[config.mk]
export PLATFORM = sky130hd
export DESIGN_NAME = fetch_queue
export DESIGN_NICKNAME = d
export VERILOG_FILES = /design/src/rtl/fetch_queue.sv
export SDC_FILE = /design/constraint.sdc
export NUM_CORES = 1
export LEC_CHECK = 0
export CORE_ASPECT_RATIO = 1.75
export CORE_MARGIN = 1
export CORE_UTILIZATION = 61
export CTS_CLUSTER_DIAMETER = 150
export DETAILED_ROUTE_END_ITERATION = 12
export DONT_BUFFER_PORTS = 1
export PLACE_DENSITY = 0.86
export SLEW_MARGIN = 30
export SYNTH_ARGS = -nofsm -noshare
export SYNTH_HDL_FRONTEND = slang
export SYNTH_SLANG_ARGS = --single-unit
[constraint.sdc]
create_clock -name clk -period 3.94 [get_ports clk]
set_input_delay 0.197 -clock clk [delete_from_list [all_inputs] [get_ports clk]]
set_output_delay 0.197 -clock clk [all_outputs]
set_load 0.02 [all_outputs]
[src/rtl/fetch_queue.sv]
// Fetch front end: owns the fetch PC, issues sequential 1-cycle imem reads and
// buffers {instr, pc} in a DEPTH-entry FIFO that feeds decode.
module fetch_queue #(
    parameter int               WIDTH    = 32,
    parameter int               DEPTH    = 4,
    parameter logic [WIDTH-1:0] RESET_PC = '0
) (
    input  logic                     clk,
    input  logic                     rst,
    input  logic                     PCsrc_E,
    input  logic [WIDTH-1:0]         PCTarget_E,
    input  logic                     stall_D,
    output logic                     imem_req,
    output logic [WIDTH-1:0]         imem_addr,
    input  logic [WIDTH-1:0]         imem_rdata,
    output logic [WIDTH-1:0]         instr_F,
    output logic [WIDTH-1:0]         PC_F,
    output logic [WIDTH-1:0]         PCPlus4_F,
    output logic                     valid_F,
    output logic [$clog2(DEPTH):0]   count
);
    localparam int PW = $clog2(DEPTH);
    localparam int CW = PW + 1;
    localparam logic [WIDTH-1:0] NOP = WIDTH'(32'h0000_0013);

    logic [WIDTH-1:0]             fetch_pc;
    logic [WIDTH-1:0]             req_pc;
    logic [WIDTH-1:0]             last_pc;
    logic                         inflight;
    logic [PW-1:0]                rd_ptr;
    logic [PW-1:0]                wr_ptr;
    logic [DEPTH-1:0][WIDTH-1:0]  buf_instr;
    logic [DEPTH-1:0][WIDTH-1:0]  buf_pc;
    logic                         push;
    logic                         pop;

    // Reserve a slot for the in-flight word; a same-cycle pop is not credited.
    assign imem_req  = rst && !PCsrc_E && ((count + CW'(inflight)) < CW'(DEPTH));
    assign imem_addr = fetch_pc;
    assign valid_F   = (count != '0);
    assign push      = inflight && !PCsrc_E;
    assign pop       = valid_F && !stall_D && !PCsrc_E;
    assign instr_F   = valid_F ? buf_instr[rd_ptr] : NOP;
    assign PC_F      = valid_F ? buf_pc[rd_ptr] : last_pc;
    assign PCPlus4_F = PC_F + WIDTH'(4);

    always_ff @(posedge clk or negedge rst) begin
        if (!rst) begin
            fetch_pc  <= RESET_PC;
            req_pc    <= '0;
            last_pc   <= '0;
            inflight  <= 1'b0;
            rd_ptr    <= '0;
            wr_ptr    <= '0;
            count     <= '0;
            buf_instr <= '0;
            buf_pc    <= '0;
        end else if (PCsrc_E) begin
            // Redirect drops queued entries and any response landing this cycle.
            fetch_pc <= PCTarget_E;
            inflight <= 1'b0;
            rd_ptr   <= '0;
            wr_ptr   <= '0;
            count    <= '0;
        end else begin
            inflight <= imem_req;
            if (imem_req) begin
                fetch_pc <= fetch_pc + WIDTH'(4);
                req_pc   <= fetch_pc;
            end
            if (push) begin
                buf_instr[wr_ptr] <= imem_rdata;
                buf_pc[wr_ptr]    <= req_pc;
                wr_ptr            <= wr_ptr + PW'(1);
            end
            if (pop)
                rd_ptr <= rd_ptr + PW'(1);
            if (valid_F)
                last_pc <= buf_pc[rd_ptr];
            case ({push, pop})
                2'b10:   count <= count + CW'(1);
                2'b01:   count <= count - CW'(1);
                default: count <= count;
            endcase
        end
    end
endmodule

==> out/qor.yml, run 1 <==
status: "finished with violations"
violations: "hold timing"
crit_chain: "nor3_4, buf_4, inv_2, nand2_1, nand2_1, ha_1, nand3_1, o22ai_2, nand4_1, nor3_1, xor2_1, buf_4"
avgSynthCellArea_um2: 12.9
routed_via_density: 6.11
most-common-layout-cells: "dfrtp_1 (357), mux2_2 (293), nand2_1 (234), dlygate4sd3_1 (64), mux4_2 (63)"
synth_area_um2: 16800
fmax_mhz: 265
max_slew_margin: 0.0711
startpoint_type: "flop"
grt_pass1_vias: 11600
synthSimpleGateAreaFrac: 0.102
max-cap-violations: 0
gp_congestion: 0.904
clock_skew_ns: 0.0139
ys_warn_count: 0
start_util: 0.619
rows: 80
slowest_delay_ns: 0.62
hp-class: "in2async"
first_pass_iters: 5
drt_iter0_markers: 493
final_cell_area_um2: 19000
synth_compound_area_frac: 0.0153
synth_cell_types: 40
period_share: 0.958
critPathKind: "reg2out"
ir_drop_uv: 509
reg2reg_depth: 7
tightest_slew_ns: 1.39
finalSetupTns_ns: 0
cts_buffers: 34
grt_use_total: 0.288
grt_pass1_wl_mm: 62.7
fin_hold_ws_ns: -0.616
layout-drive-gt1-share: 0.329
post-route-min-period_ns: 3.77
fin_util: 0.701
arrival_ns: 3.58
finalNetCount: 1437
remaining_drc_errors: 0
cp_top_family: "simple AND/OR/NAND/NOR gates"
grt_max_degree: 364
cp_num_buf_inv: 3
crit_path_end_kind: "output pin"
area_growth_pct: 13.2
synthMuxAreaShare: 0.287
pin_count: 201
htree_levels: 2
final-hold-violation-count: 360
wirelength_mm: 39.5
cp_slowest_cell: "dfrtp_1"
grt_overflow: 0
cts.sinks: 360
drtAntennaViolNets: 0
p_leak_nw: 8.86
root_buffer: "clkbuf_16"
cts_tree: "yes"
cts_hold_buf: 65
crit_required_ns: 3.74
synth-seq-cells: 360
synth.yosys.seq_area_share: 0.536
path_max_fanout: 6
synth_fa_ha_area_frac: 0.00566
cellPowerDensity_nw_per_um2: 766
place_area_um2: 17200
slew_viol_final: 0
die_h_um: 222
portBuffers: 0
path_clk_slew_ns: 0.07
synth-xor-area-share: 0.0323
synth_nets: 1380
antenna_found_initial: 2
core_um2: 27100
wl_per_cell_um: 22.5
critical_path_depth: 12
dieArea_um2: 28200
final_common_cell: "dfrtp_1"
clockBufferDepth: 3
setup_viol: 0
synth_top_family_by_area: "multiplexers"
fp.dieW_um: 127
synthCells: 1305
vias: 10700
clock_latency_ns: 0.52
dpl.hpwl_mm: 24.6
[where the power goes]
part           internal (W)  switching [W]
Clock               0.00180        0.00138
Combinational       0.00235        0.00334
Sequential          0.00481       0.000891
Total               0.00895        0.00561
[logic make-up (layout without fill, tap and decap cells)]
| family | count (synthesis) | count (layout) |
|---|---|---|
| buffers and inverters | 87 | 168 |
| flip-flops | 360 | 360 |
| AO/OA/AOI/OAI | 44 | 44 |
| XOR/XNOR | 62 | 62 |
| other | 0 | 2 |
| multiplexers | 365 | 365 |
| AND/OR/NAND/NOR | 380 | 380 |
| adder cells (fa/ha/maj) | 7 | 7 |
[sequential cells by signal, summed over array words and instances, names as in the netlist]
| signal | count |
|---|---|
| buf_pc | 128 |
| buf_instr | 128 |
| wr_ptr | 2 |
| count | 3 |
| last_pc | 32 |
| rd_ptr | 2 |
| imem_addr | 32 |
| req_pc | 32 |
| inflight | 1 |
[timing repair]
action | in CTS | in global routing
hold endpoints to repair | 559 | 360
setup buffers | 2 | 0
resized for setup | 0 | 4
setup endpoints to repair | 5 | 6
pin swaps | 1 | 0
[worst paths after layout]
kind / startpoint / end / slack [ns]
max: count[1] / PCPlus4_F[26] / 0.17
min: rst / req_pc[11] / -0.62
max reg2reg: imem_addr[11] / imem_addr[31] / 1.08
min reg2reg: buf_pc[73] / buf_pc[73] / 0.50
max in group asynchronous: rst / count[0] / 3.42
min in group clk: stall_D / rd_ptr[0] / 0.05
[synth_stat cells, drive strengths merged]
library cell,n,share of area
ha,6,0.0045
o21ai,31,0.0092
fa,1,0.0012
and2,33,0.012
nor2,19,0.0042
xor2,33,0.017
and3,5,0.0019
clkbuf,53,0.012
and4,5,0.0026
a222oi,1,0.00060
a22oi,5,0.0025
buf,21,0.0070
nor3b,1,0.00045
dfrtp,360,0.54
mux2i,8,0.0048
nand3,30,0.0089
o211a,1,0.00060
o2111a,1,0.00067
nor2b,1,0.00037
and2b,1,0.00045
inv,13,0.0029
nor4,2,0.00074
mux4,64,0.086
a31oi,2,0.00074
nand4,32,0.012
mux2,293,0.20
nor3,8,0.0027
or2,4,0.0015
nand4b,1,0.00052
a21oi,2,0.00060
nand2,238,0.053
o22ai,1,0.00037
xnor2,29,0.015
[metrics by stage]
step,setup slack [ns],total power [W],instances
floorplan,0.324,0.00991,1305
global placement,0.491,0.0110,1628
detailed placement,0.366,0.0113,1628
CTS,0.0903,0.0146,1755
global route,-0.000613,0.0153,1757
finish,0.167,0.0146,1757
[cell type report]
class	instances	area [µm²]
Inverter	13	48.8
Clock inverter	13	103
Timing Repair Buffer	95	901
Antenna cell	2	5.00
Sequential cell	360	9010
Multi-Input combinational cell	858	7510
Clock buffer	47	971
Fill cell	1784	8110
Tap cell	369	462
[layer usage]
| layer | vias to the layer above | GRT usage | part of all wire |
|---|---|---|---|
| met5 | - | 0 | 0 |
| met4 | 0 | 0.115 | 0.029 |
| met3 | 83 | 0.0637 | 0.065 |
| met2 | 366 | 0.508 | 0.54 |
| met1 | 5583 | 0.340 | 0.37 |
| li1 | 4706 | - | - |
No activity file was read; power rests on OpenSTA's default activity.
==> inputs of run 2 (changes only) <==
--- a/config.mk
+++ b/config.mk
@@ -8,9 +8,11 @@
 export CORE_ASPECT_RATIO = 1.75
 export CORE_MARGIN = 1
 export CORE_UTILIZATION = 61
+export CTS_BUF_LIST = sky130_fd_sc_hd__clkbuf_2 sky130_fd_sc_hd__clkbuf_4 sky130_fd_sc_hd__clkbuf_8
 export CTS_CLUSTER_DIAMETER = 150
 export DETAILED_ROUTE_END_ITERATION = 12
 export DONT_BUFFER_PORTS = 1
+export MAX_ROUTING_LAYER = met4
 export PLACE_DENSITY = 0.86
 export SLEW_MARGIN = 30
 export SYNTH_ARGS = -nofsm -noshare
==> run 2 against run 1 <==
- the flow still finishes with violations (hold timing)
- sequential power hardly changed
- design area is 0.30% higher
- count of clock-buffer cells in the layout is 37 higher
- wire length is 3.0% higher
- setup slack better by 0.0075 ns
- global-route usage is 2.0 points higher
- fmax is 0.20% higher
- die area stayed put
- core utilization is 0.21 points higher
- non-clock buffer count is 2 lower
- critical endpoint is now PCPlus4_F[28]
- largest power group unchanged
- highest routed layer unchanged
==> out/qor.yml, run 2 (synthesis gave the netlist of run 1 again) <==
pin_count: 201
remaining_drc_errors: 0
ir_drop_uv: 645
portBuffers: 0
p_leak_nw: 8.93
hp-class: "in2async"
switchingPower_w: 0.00565
p_comb_frac: 0.387
grt_max_degree: 364
tightest_slew_ns: 1.24
critPathKind: "reg2out"
wl_per_cell_um: 22.7
grt_pass1_vias: 12000
fin_hold_ws_ns: -0.673
power_frac_clock: 0.220
grt_pass1_wl_mm: 64.7
dpl.hpwl_mm: 24.7
first_pass_iters: 7
reg_top3: "buf_instr x128, buf_pc x128"
crit_required_ns: 3.74
wirelength_mm: 40.6
startpoint_type: "flop"
arrival_ns: 3.57
slew_viol_final: 0
busiest_layer: "met2"
finalNonFillerCells: 1787
status: "finished with violations"
routed_via_density: 6.10
cts_tree: "yes"
max-cap-violations: 0
dieArea_um2: 28200
layout-drive-gt1-share: 0.348
grtUsageMet1: 0.344
grt_util_met3: 0.0601
rsz0062_at_grt: "no"
cts_hold_buf: 66
crit_path_end_kind: "output pin"
clock_latency_ns: 0.60
setup_viol: 0
clock_skew_ns: 0.0260
crit_chain: "nor3_4, nand2_1, nand2_1, ha_1, nand3_1, o22ai_2, nand4_1, buf_4, nor3b_1, xor2_1, buf_4"
fp.dieW_um: 127
core_um2: 27100
grt_use_met2: 0.530
die_h_um: 222
most-common-layout-cells: "dfrtp_1 (358), mux2_2 (293), nand2_1 (234), dlygate4sd3_1 (65), clkbuf_8 (64)"
cp_top_family: "simple AND/OR/NAND/NOR gates"
start_util: 0.619
drt_iter0_markers: 634
antenna_found_initial: 1
p_sw_frac: 0.388
grt_overflow: 0
clockBufferDepth: 3
post-route-min-period_ns: 3.77
cp_slowest_cell: "dfrtp_1"
slowest_delay_ns: 0.56
finalSetupTns_ns: 0
gp_congestion: 0.913
htree_levels: 2
p_int_w: 0.00891
max_slew_margin: 0.173
violations: "hold timing"
drtAntennaViolNets: 0
rows: 80
path_max_fanout: 6
grt_use_total: 0.308
final-hold-violation-count: 360
cellPowerDensity_nw_per_um2: 764
vias: 10900
fill_cells: 1799
final_common_cell: "dfrtp_1"
cp_num_buf_inv: 2
root_buffer: "clkbuf_8"
dp.cells: 1626
period_share: 0.956
finalNetCount: 1452
cts.sinks: 360
fmax_mhz: 266
area_growth_pct: 13.5
seq_power_share: 0.393
path_clk_slew_ns: 0.07
cts_buffers: 51
==> run 2: changes by cell type in the layout (fill, tap and decap cells not counted), sizes merged <==
cell | previous run | this run
clkbuf | 47 | 84
dlygate4sd3 | 64 | 65
buf | 31 | 28
clkinvlp | 2 | 1
clkinv | 9 | 5
diode | 2 | 1
bufinv | 1 | 2
==> run 2: layout make-up <==
cell class	instances	area, µm²	area share
flip-flops and latches	360	9010	0.473
multi-input cells	858	7510	0.394
clock buffers	84	1030	0.0541
repair buffers	93	897	0.0470
well taps	369	462	0.0242
clock inverters	9	101	0.00531
inverters	13	48.8	0.00256
diodes	1	2.50	0.000131
==> run 2: worst reg2reg max path, cell delays in order (launching register included) <==
cell,delay (ns)
dfrtp_1,0.56
a31oi_1,0.40
o21ai_0,0.28
or2_2,0.40
inv_1,0.52
buf_4,0.37
nand2_1,0.17
nand2_1,0.11
==> run 2: final timing paths <==
| kind | startpoint | end | slack (ns) | cells past startpoint |
|---|---|---|---|---|
| max in group asynchronous | rst | buf_pc[0] | 3.63 | 0 |
| min in group clk | PCsrc_E | count[1] | 0.03 | 2 |
| hold / removal | rst | buf_pc[109] | -0.67 | 0 |
| setup reg to reg | count[0] | req_pc[21] | 1.07 | 7 |
| hold reg to reg | buf_instr[106] | buf_instr[106] | 0.50 | 1 |
| setup / recovery | count[0] | PCPlus4_F[28] | 0.17 | 11 |
==> run 2: routing by layer <==
metal,vias up,part of all wire
met5,-,0
met4,0,0.040
met3,125,0.060
met2,400,0.54
met1,5615,0.36
li1,4759,-
==> run 2: per-stage QoR <==
stage	hold WS [ns]	total power, W	cell area, µm²	util	setup slack, ns
floorplan	-0.0986	0.00991	16800	-	0.324
global placement	-0.0778	0.0110	17200	0.634	0.753
detailed placement	-0.0776	0.0113	17200	0.635	0.670
CTS	-0.715	0.0145	19000	0.702	0.0381
global route	-0.705	0.0152	19100	0.703	0.0181
finish	-0.673	0.0146	19100	0.703	0.175
==> run 2: what timing repair did <==
action	in CTS	in global routing
setup endpoints to repair	0	7
endpoints found under the hold margin	559	360
setup buffers	0	1
resized for setup	0	3
==> run 2: power groups by stage <==
stage / sequential (W) / clock [W] / combinational, W
after floorplan: 0.00540 / 0 / 0.00451
after global placement: 0.00565 / 0 / 0.00538
after detailed placement: 0.00575 / 0 / 0.00550
after CTS: 0.00569 / 0.00323 / 0.00561
after global routing: 0.00585 / 0.00338 / 0.00601
final: 0.00572 / 0.00320 / 0.00564
